===== config.mk =====
export PLATFORM = sky130hd
export DESIGN_NAME = instr_encode_loader
export DESIGN_NICKNAME = d
export VERILOG_FILES = /design/src/rtl/mips_pkg.sv /design/src/rtl/instr_packer.sv /design/src/rtl/instr_encode_loader.sv
export SDC_FILE = /design/constraint.sdc
export NUM_CORES = 1
export LEC_CHECK = 0
export ABC_AREA = 1
export BUFFER_PORTS_ARGS = -buffer_cell sky130_fd_sc_hd__buf_2
export CORE_MARGIN = 10
export CORE_UTILIZATION = 40
export CTS_CLUSTER_DIAMETER = 120
export DETAILED_ROUTE_END_ITERATION = 10
export MAX_ROUTING_LAYER = met4
export PLACE_DENSITY = 0.68
export SYNTH_ARGS = -nofsm -noshare
export SYNTH_HDL_FRONTEND = slang
export SYNTH_HIERARCHICAL = 1
export SYNTH_SLANG_ARGS = --single-unit

===== constraint.sdc =====
create_clock -name clk -period 1.89 [get_ports clk]
set_input_delay 0.0945 -clock clk [delete_from_list [all_inputs] [get_ports clk]]
set_output_delay 0.0945 -clock clk [all_outputs]
set_load 0.05 [all_outputs]

===== src/rtl/mips_pkg.sv =====
// Shared MIPS encoding constants and the program-loader state type.
// Used by instr_packer and instr_encode_loader.
package mips_pkg;

    // Instruction format codes, identical to the decoder's Type field
    localparam logic [1:0] FMT_I   = 2'b00;
    localparam logic [1:0] FMT_J   = 2'b01;
    localparam logic [1:0] FMT_R   = 2'b10;
    localparam logic [1:0] FMT_NOP = 2'b11;

    // Opcodes that select the R and J formats
    localparam logic [5:0] OPC_SPECIAL = 6'h00;
    localparam logic [5:0] OPC_J       = 6'h02;
    localparam logic [5:0] OPC_JAL     = 6'h03;

    // Function codes of the only R instructions that use the shamt field
    localparam logic [5:0] FUN_SLL = 6'h00;
    localparam logic [5:0] FUN_SRL = 6'h02;
    localparam logic [5:0] FUN_SRA = 6'h03;

    typedef enum logic [1:0] {
        ST_IDLE = 2'd0,
        ST_LOAD = 2'd1,
        ST_DONE = 2'd2
    } loader_state_e;

    // True for the two jump opcodes (6'b00001?)
    function automatic logic is_jump_opc(input logic [5:0] opc);
        return (opc == OPC_J) || (opc == OPC_JAL);
    endfunction

endpackage


===== src/rtl/instr_packer.sv =====
// Combinational packer: instruction fields -> 32-bit MIPS word.
// The illegal flag is only live when the ENC_CHECK_EN macro is defined;
// otherwise it is constant 0 and every beat is encoded as-is.
module instr_packer (
    input  logic [1:0]  fmt,
    input  logic [5:0]  opc,
    input  logic [5:0]  fun,
    input  logic [4:0]  rs,
    input  logic [4:0]  rt,
    input  logic [4:0]  rd,
    input  logic [4:0]  sa,
    input  logic [15:0] imm,
    input  logic [25:0] iindex,
    output logic [31:0] word,
    output logic        illegal
);
    import mips_pkg::*;

`ifdef ENC_CHECK_EN
    localparam bit CHECK_EN = 1'b1;
`else
    localparam bit CHECK_EN = 1'b0;
`endif

    logic bad;

    // Assemble the word for the selected format; fields a format does not use are ignored
    always_comb begin
        word = 32'h0;
        case (fmt)
            FMT_R:   word = {opc, rs, rt, rd, sa, fun};
            FMT_I:   word = {opc, rs, rt, imm};
            FMT_J:   word = {opc, iindex};
            default: word = 32'h0;
        endcase
    end

    // Detect field combinations the decoder would not map back to the same format
    always_comb begin
        bad = 1'b0;
        case (fmt)
            FMT_R:   bad = (opc != OPC_SPECIAL) ||
                           ((sa != 5'd0) && !((fun == FUN_SLL) || (fun == FUN_SRL) || (fun == FUN_SRA)));
            FMT_J:   bad = !is_jump_opc(opc);
            FMT_I:   bad = (opc == OPC_SPECIAL) || is_jump_opc(opc);
            default: bad = 1'b0;
        endcase
    end

    assign illegal = CHECK_EN & bad;

endmodule


===== src/rtl/instr_encode_loader.sv =====
// Program loader: takes instruction fields over a valid/ready stream, packs
// them into MIPS words and writes them to consecutive IMEM addresses starting
// at BASE_ADDR. Optional field legality checking via the ENC_CHECK_EN macro.
module instr_encode_loader #(
    parameter int ADDR_W    = 8,
    parameter int BASE_ADDR = 0
) (
    input  logic              clk,
    input  logic              reset,
    input  logic              start,
    input  logic              in_valid,
    output logic              in_ready,
    input  logic [1:0]        in_fmt,
    input  logic [5:0]        in_opc,
    input  logic [5:0]        in_fun,
    input  logic [4:0]        in_rs,
    input  logic [4:0]        in_rt,
    input  logic [4:0]        in_rd,
    input  logic [4:0]        in_sa,
    input  logic [15:0]       in_imm,
    input  logic [25:0]       in_iindex,
    input  logic              in_last,
    output logic              imem_we,
    output logic [ADDR_W-1:0] imem_addr,
    output logic [31:0]       imem_wdata,
    output logic              busy,
    output logic              done,
    output logic              overflow,
    output logic [ADDR_W:0]   word_count,
    output logic              enc_err
);
    import mips_pkg::*;

    localparam int              CAP_INT  = (1 << ADDR_W) - BASE_ADDR;
    localparam logic [ADDR_W:0]   CAPACITY = CAP_INT[ADDR_W:0];
    localparam logic [ADDR_W-1:0] BASE_PTR = BASE_ADDR[ADDR_W-1:0];
    localparam logic [ADDR_W-1:0] LAST_PTR = '1;

    loader_state_e     state;
    loader_state_e     state_nxt;
    logic [ADDR_W-1:0] ptr;
    logic              full;
    logic              accept;
    logic              write_ok;
    logic              offered_full;
    logic [31:0]       packed_word;
    logic              packed_illegal;

    instr_packer u_packer (
        .fmt     (in_fmt),
        .opc     (in_opc),
        .fun     (in_fun),
        .rs      (in_rs),
        .rt      (in_rt),
        .rd      (in_rd),
        .sa      (in_sa),
        .imm     (in_imm),
        .iindex  (in_iindex),
        .word    (packed_word),
        .illegal (packed_illegal)
    );

    // start always wins over a beat in the same cycle, so it masks acceptance
    assign full         = (word_count >= CAPACITY);
    assign in_ready     = (state == ST_LOAD) && !full;
    assign accept       = in_valid && in_ready && !start;
    assign write_ok     = accept && !packed_illegal;
    assign offered_full = (state == ST_LOAD) && full && in_valid && !start;
    assign busy         = (state == ST_LOAD);
    assign done         = (state == ST_DONE);

    // State register
    always_ff @(posedge clk or posedge reset) begin
        if (reset) begin
            state <= ST_IDLE;
        end else begin
            state <= state_nxt;
        end
    end

    // Next state: start restarts from anywhere; LOAD ends on the last beat or on a beat offered while full
    always_comb begin
        state_nxt = state;
        if (start) begin
            state_nxt = ST_LOAD;
        end else if (state == ST_LOAD) begin
            if (accept && in_last) begin
                state_nxt = ST_DONE;
            end else if (offered_full) begin
                state_nxt = ST_DONE;
            end
        end
    end

    // Write port, pointer, word count and overflow; the pointer saturates instead of wrapping
    always_ff @(posedge clk or posedge reset) begin
        if (reset) begin
            imem_we    <= 1'b0;
            imem_addr  <= '0;
            imem_wdata <= 32'h0;
            ptr        <= BASE_PTR;
            word_count <= '0;
            overflow   <= 1'b0;
        end else begin
            imem_we <= write_ok;
            if (start) begin
                ptr        <= BASE_PTR;
                word_count <= '0;
                overflow   <= 1'b0;
            end else begin
                if (write_ok) begin
                    imem_addr  <= ptr;
                    imem_wdata <= packed_word;
                    word_count <= word_count + 1'b1;
                    if (ptr != LAST_PTR) begin
                        ptr <= ptr + 1'b1;
                    end
                end
                if (offered_full) begin
                    overflow <= 1'b1;
                end
            end
        end
    end

`ifdef ENC_CHECK_EN
    // Sticky flag for beats that were accepted but dropped as illegal
    always_ff @(posedge clk or posedge reset) begin
        if (reset) begin
            enc_err <= 1'b0;
        end else if (start) begin
            enc_err <= 1'b0;
        end else if (accept && packed_illegal) begin
            enc_err <= 1'b1;
        end
    end
`else
    assign enc_err = 1'b0;
`endif

endmodule

==> run metrics <==
status finished clean; clk_skew around 0.0062 ns; Area Growth Syn to Fin 27.37%; Worst VDD drop 0.5209 mV; Clock Latency Late Sink approximately 0.33 ns; Netlist cell types 30; Critical Path RT approximately 2.1 ns; sequential share of power 39.3%; initial antenna violation count 0; routed len/inst about 14 µm; Data arrival, critical path 1.81 ns; worst hold path startpoint in_imm[13]; multi-input logic area 0.001535 mm²; pwr/cell area just under 1000 mW/mm²; nature of the critical path startpoint input port; setup TNS 0 ns; CTS tree built; drt via density 4.782; DR vias roughly 3200; post-route ant nets 0; Post-Route WL ~9300 µm; Post-DP Area a little over 0.004 mm²; layout cell share with drive strength beyond 1 roughly a third; post-route design area ~0.0043 mm²; CTS sink cnt 61; kind of critical path input port to flop; Setup crit end kind flop; final setup fails 0; Fillers roughly 810; Yosys reg bits 61; largest cells by area after synthesis dfrtp_1, nand2_1, nand3_1; drc violations 0; gpl congestion between 0.8 and 0.9; Worst R2R Setup Slack approximately 0.38 ns; Psw roughly 1.6 mW; die width around 110 µm; Mapped Cells approximately 440; RSZ-0062 raised after global routing no; max cap viols 0; first-pass GRT wire length about 15000 µm; Die Y around 110 µm; initial core utilization approximately two fifths; TritonRoute pass-1 iters 5; clock tree buffer depth 2; Switching Fraction about two fifths; CTS Root Cell clkbuf_8; FMAX around 620 MHz; Tcrit/Tclk final 84.77%; DRT iter0 DRCs 134; Final Hold Fails 0; Clock power frac 27.9%; Worst R2R Path Depth 8; Internal Power between 2 and 2.5 mW; post-CTS setup repair buffer count 0; post-CTS sizing 0; register area ~0.0015 mm²; critical path fanouts, max 31; post-synth top area cell dfrtp_1; All-Layer GR Usage between 10% and 20%; overflow left after global routing 0; CTS clk-pin slew, worst paths about 0.070 ns; mapped cell area about 0.0033 mm²; sequential area share after synthesis 45.62%; core area 0.008175 mm²; Num CTS Buffers 9; relative slew slack between 50% and 60%; Period minus WS final about 1.6 ns; Pleak approximately 2.4 nW; combinational power share 32.8%; nets 652; area of the die approximately 0.012 mm²; worst hold path class input port to flop; pin count of the biggest net entering global routing 44; htree depth 3; actual slew at the worst max-slew pin between 0.7 and 0.8 ns; # rows 33; Worst Setup EP ptr[6]; synth warn 6; worst r2r src word_count[8]; syn nets roughly 520; vias in the first global route around 3200; Final Max Slew Viols 0; FF-to-FF End ptr[6]; hpwl dp about 7000 µm; number of port buffers ~130; Yosys top cell area share a little under half; syn_area_per_cell between 7 and 8 µm²; cts hold-fix bufs 2; Diodes inserted 0; Top Ports around 140; Setup crit start start
==> cell usage after synthesis <==
cell        n
nor2_2      1
dfrtp_1    61
nor2_4      4
buf_6       4
nand4_1     1
o21ai_2     5
o21ai_0    13
buf_12      1
nand2_4     3
clkbuf_1    1
buf_4       8
a21oi_1     3
nand3_4     1
buf_2       9
xnor2_1     1
o22ai_1     1
nand3b_1    2
nor3_1      2
nand2_2     5
inv_1      25
ha_1        2
inv_4       1
inv_2       4
or2_2       1
nand3_1    64
nor2_1     18
conb_1      2
o21ai_1     1
nand3_2    10
nand2_1   185
==> kinds of logic after synthesis <==
family | synth area share [%]
AO/OA/AOI/OAI | 4.039
XOR/XNOR | 0.2618
adder cells (fa/ha/maj) | 0.7478
buffers and inverters | 8.639
flip-flops | 45.62
other | 0.2245
AND/OR/NAND/NOR | 40.46
==> worst max-delay path, cell delays in order <==
cell	delay (ns)
dlygate4sd3_1	0.53
buf_2	0.15
inv_2	0.14
nand2_1	0.12
nor2_4	0.11
nand2_4	0.20
nand2_4	0.16
nand2_4	0.14
nand2_1	0.09
o21ai_0	0.07
==> power groups by stage <==
stage                     logic (mW)  registers (mW)  clock network, mW
after global placement          1.35            1.62                  0
after CTS                       1.37            1.61               1.18
after global routing            1.45            1.63               1.22
after detailed placement        1.37            1.62                  0
after floorplan                0.375            2.23                  0
final                           1.34            1.61               1.14
==> final cells by class <==
class                           count  share of cell area, %
Clock buffer                       12                  3.406
Clock inverter                      4                  1.116
Inverter                           30                  2.701
Multi-Input combinational cell    325                  36.02
Sequential cell                    61                  35.82
Tap cell                          105                  3.083
Timing Repair Buffer              142                  17.85
==> per-layer routing <==
layer	vias to the layer above	global-route usage [%]	share of wire, %
li1	1639	-	-
met1	1494	17.37	45
met2	108	24.85	50
met3	6	3.221	4.8
met4	0	5.998	0.91
met5	-	-	0
==> how the worst min path moves through the flow <==
stage                      to  cells past startpoint  slack, ns
2_1_floorplan        overflow                      1       0.16
3_3_place_gp   imem_wdata[27]                      2       0.27
3_5_place_dp   imem_wdata[27]                      2       0.27
4_1_cts        imem_wdata[26]                      5       0.05
5_1_grt        imem_wdata[26]                      5       0.07
6_report       imem_wdata[13]                      5       0.06
==> sequential cells by signal, summed over array words and instances, names as in the netlist <==
signal / count
word_count: 9
overflow: 1
imem_addr: 8
imem_we: 1
imem_wdata: 32
ptr: 8
state: 2
==> cells in the final DEF (no fill, tap or decap) <==
cell           instances
bufinv_16              1
nand2_2                5
clkinv_2               2
conb_1                 2
inv_2                  5
ha_1                   2
nor2_4                 5
buf_12                 2
nand2_4                3
nor2_1                18
dfrtp_1               61
nand2_1              185
inv_1                 24
o21ai_2                5
nand3_2               10
nand3b_1               2
nand3_1               64
xnor2_1                1
o21ai_0               13
nor3_1                 2
o21ai_1                1
inv_4                  1
clkbuf_1               2
clkinvlp_4             1
nand4_1                1
nand3_4                1
or2_2                  1
buf_4                  4
a21oi_1                3
clkbuf_8              10
o22ai_1                1
buf_2                134
dlygate4sd3_1          2
==> stage by stage <==
step	power, mW	std cells	utilization, %	hold WS, ns	setup slack [ns]
floorplan	2.606	439	-	0.1576	0.2825
global placement	2.971	661	49.53	0.2689	0.4426
detailed placement	2.990	661	49.53	0.2679	0.3870
CTS	4.153	679	52.13	0.04644	0.2985
global route	4.303	679	52.13	0.06955	0.1467
finish	4.097	679	52.13	0.06481	0.2879
Note: power is estimated with default switching activity, not from simulation.
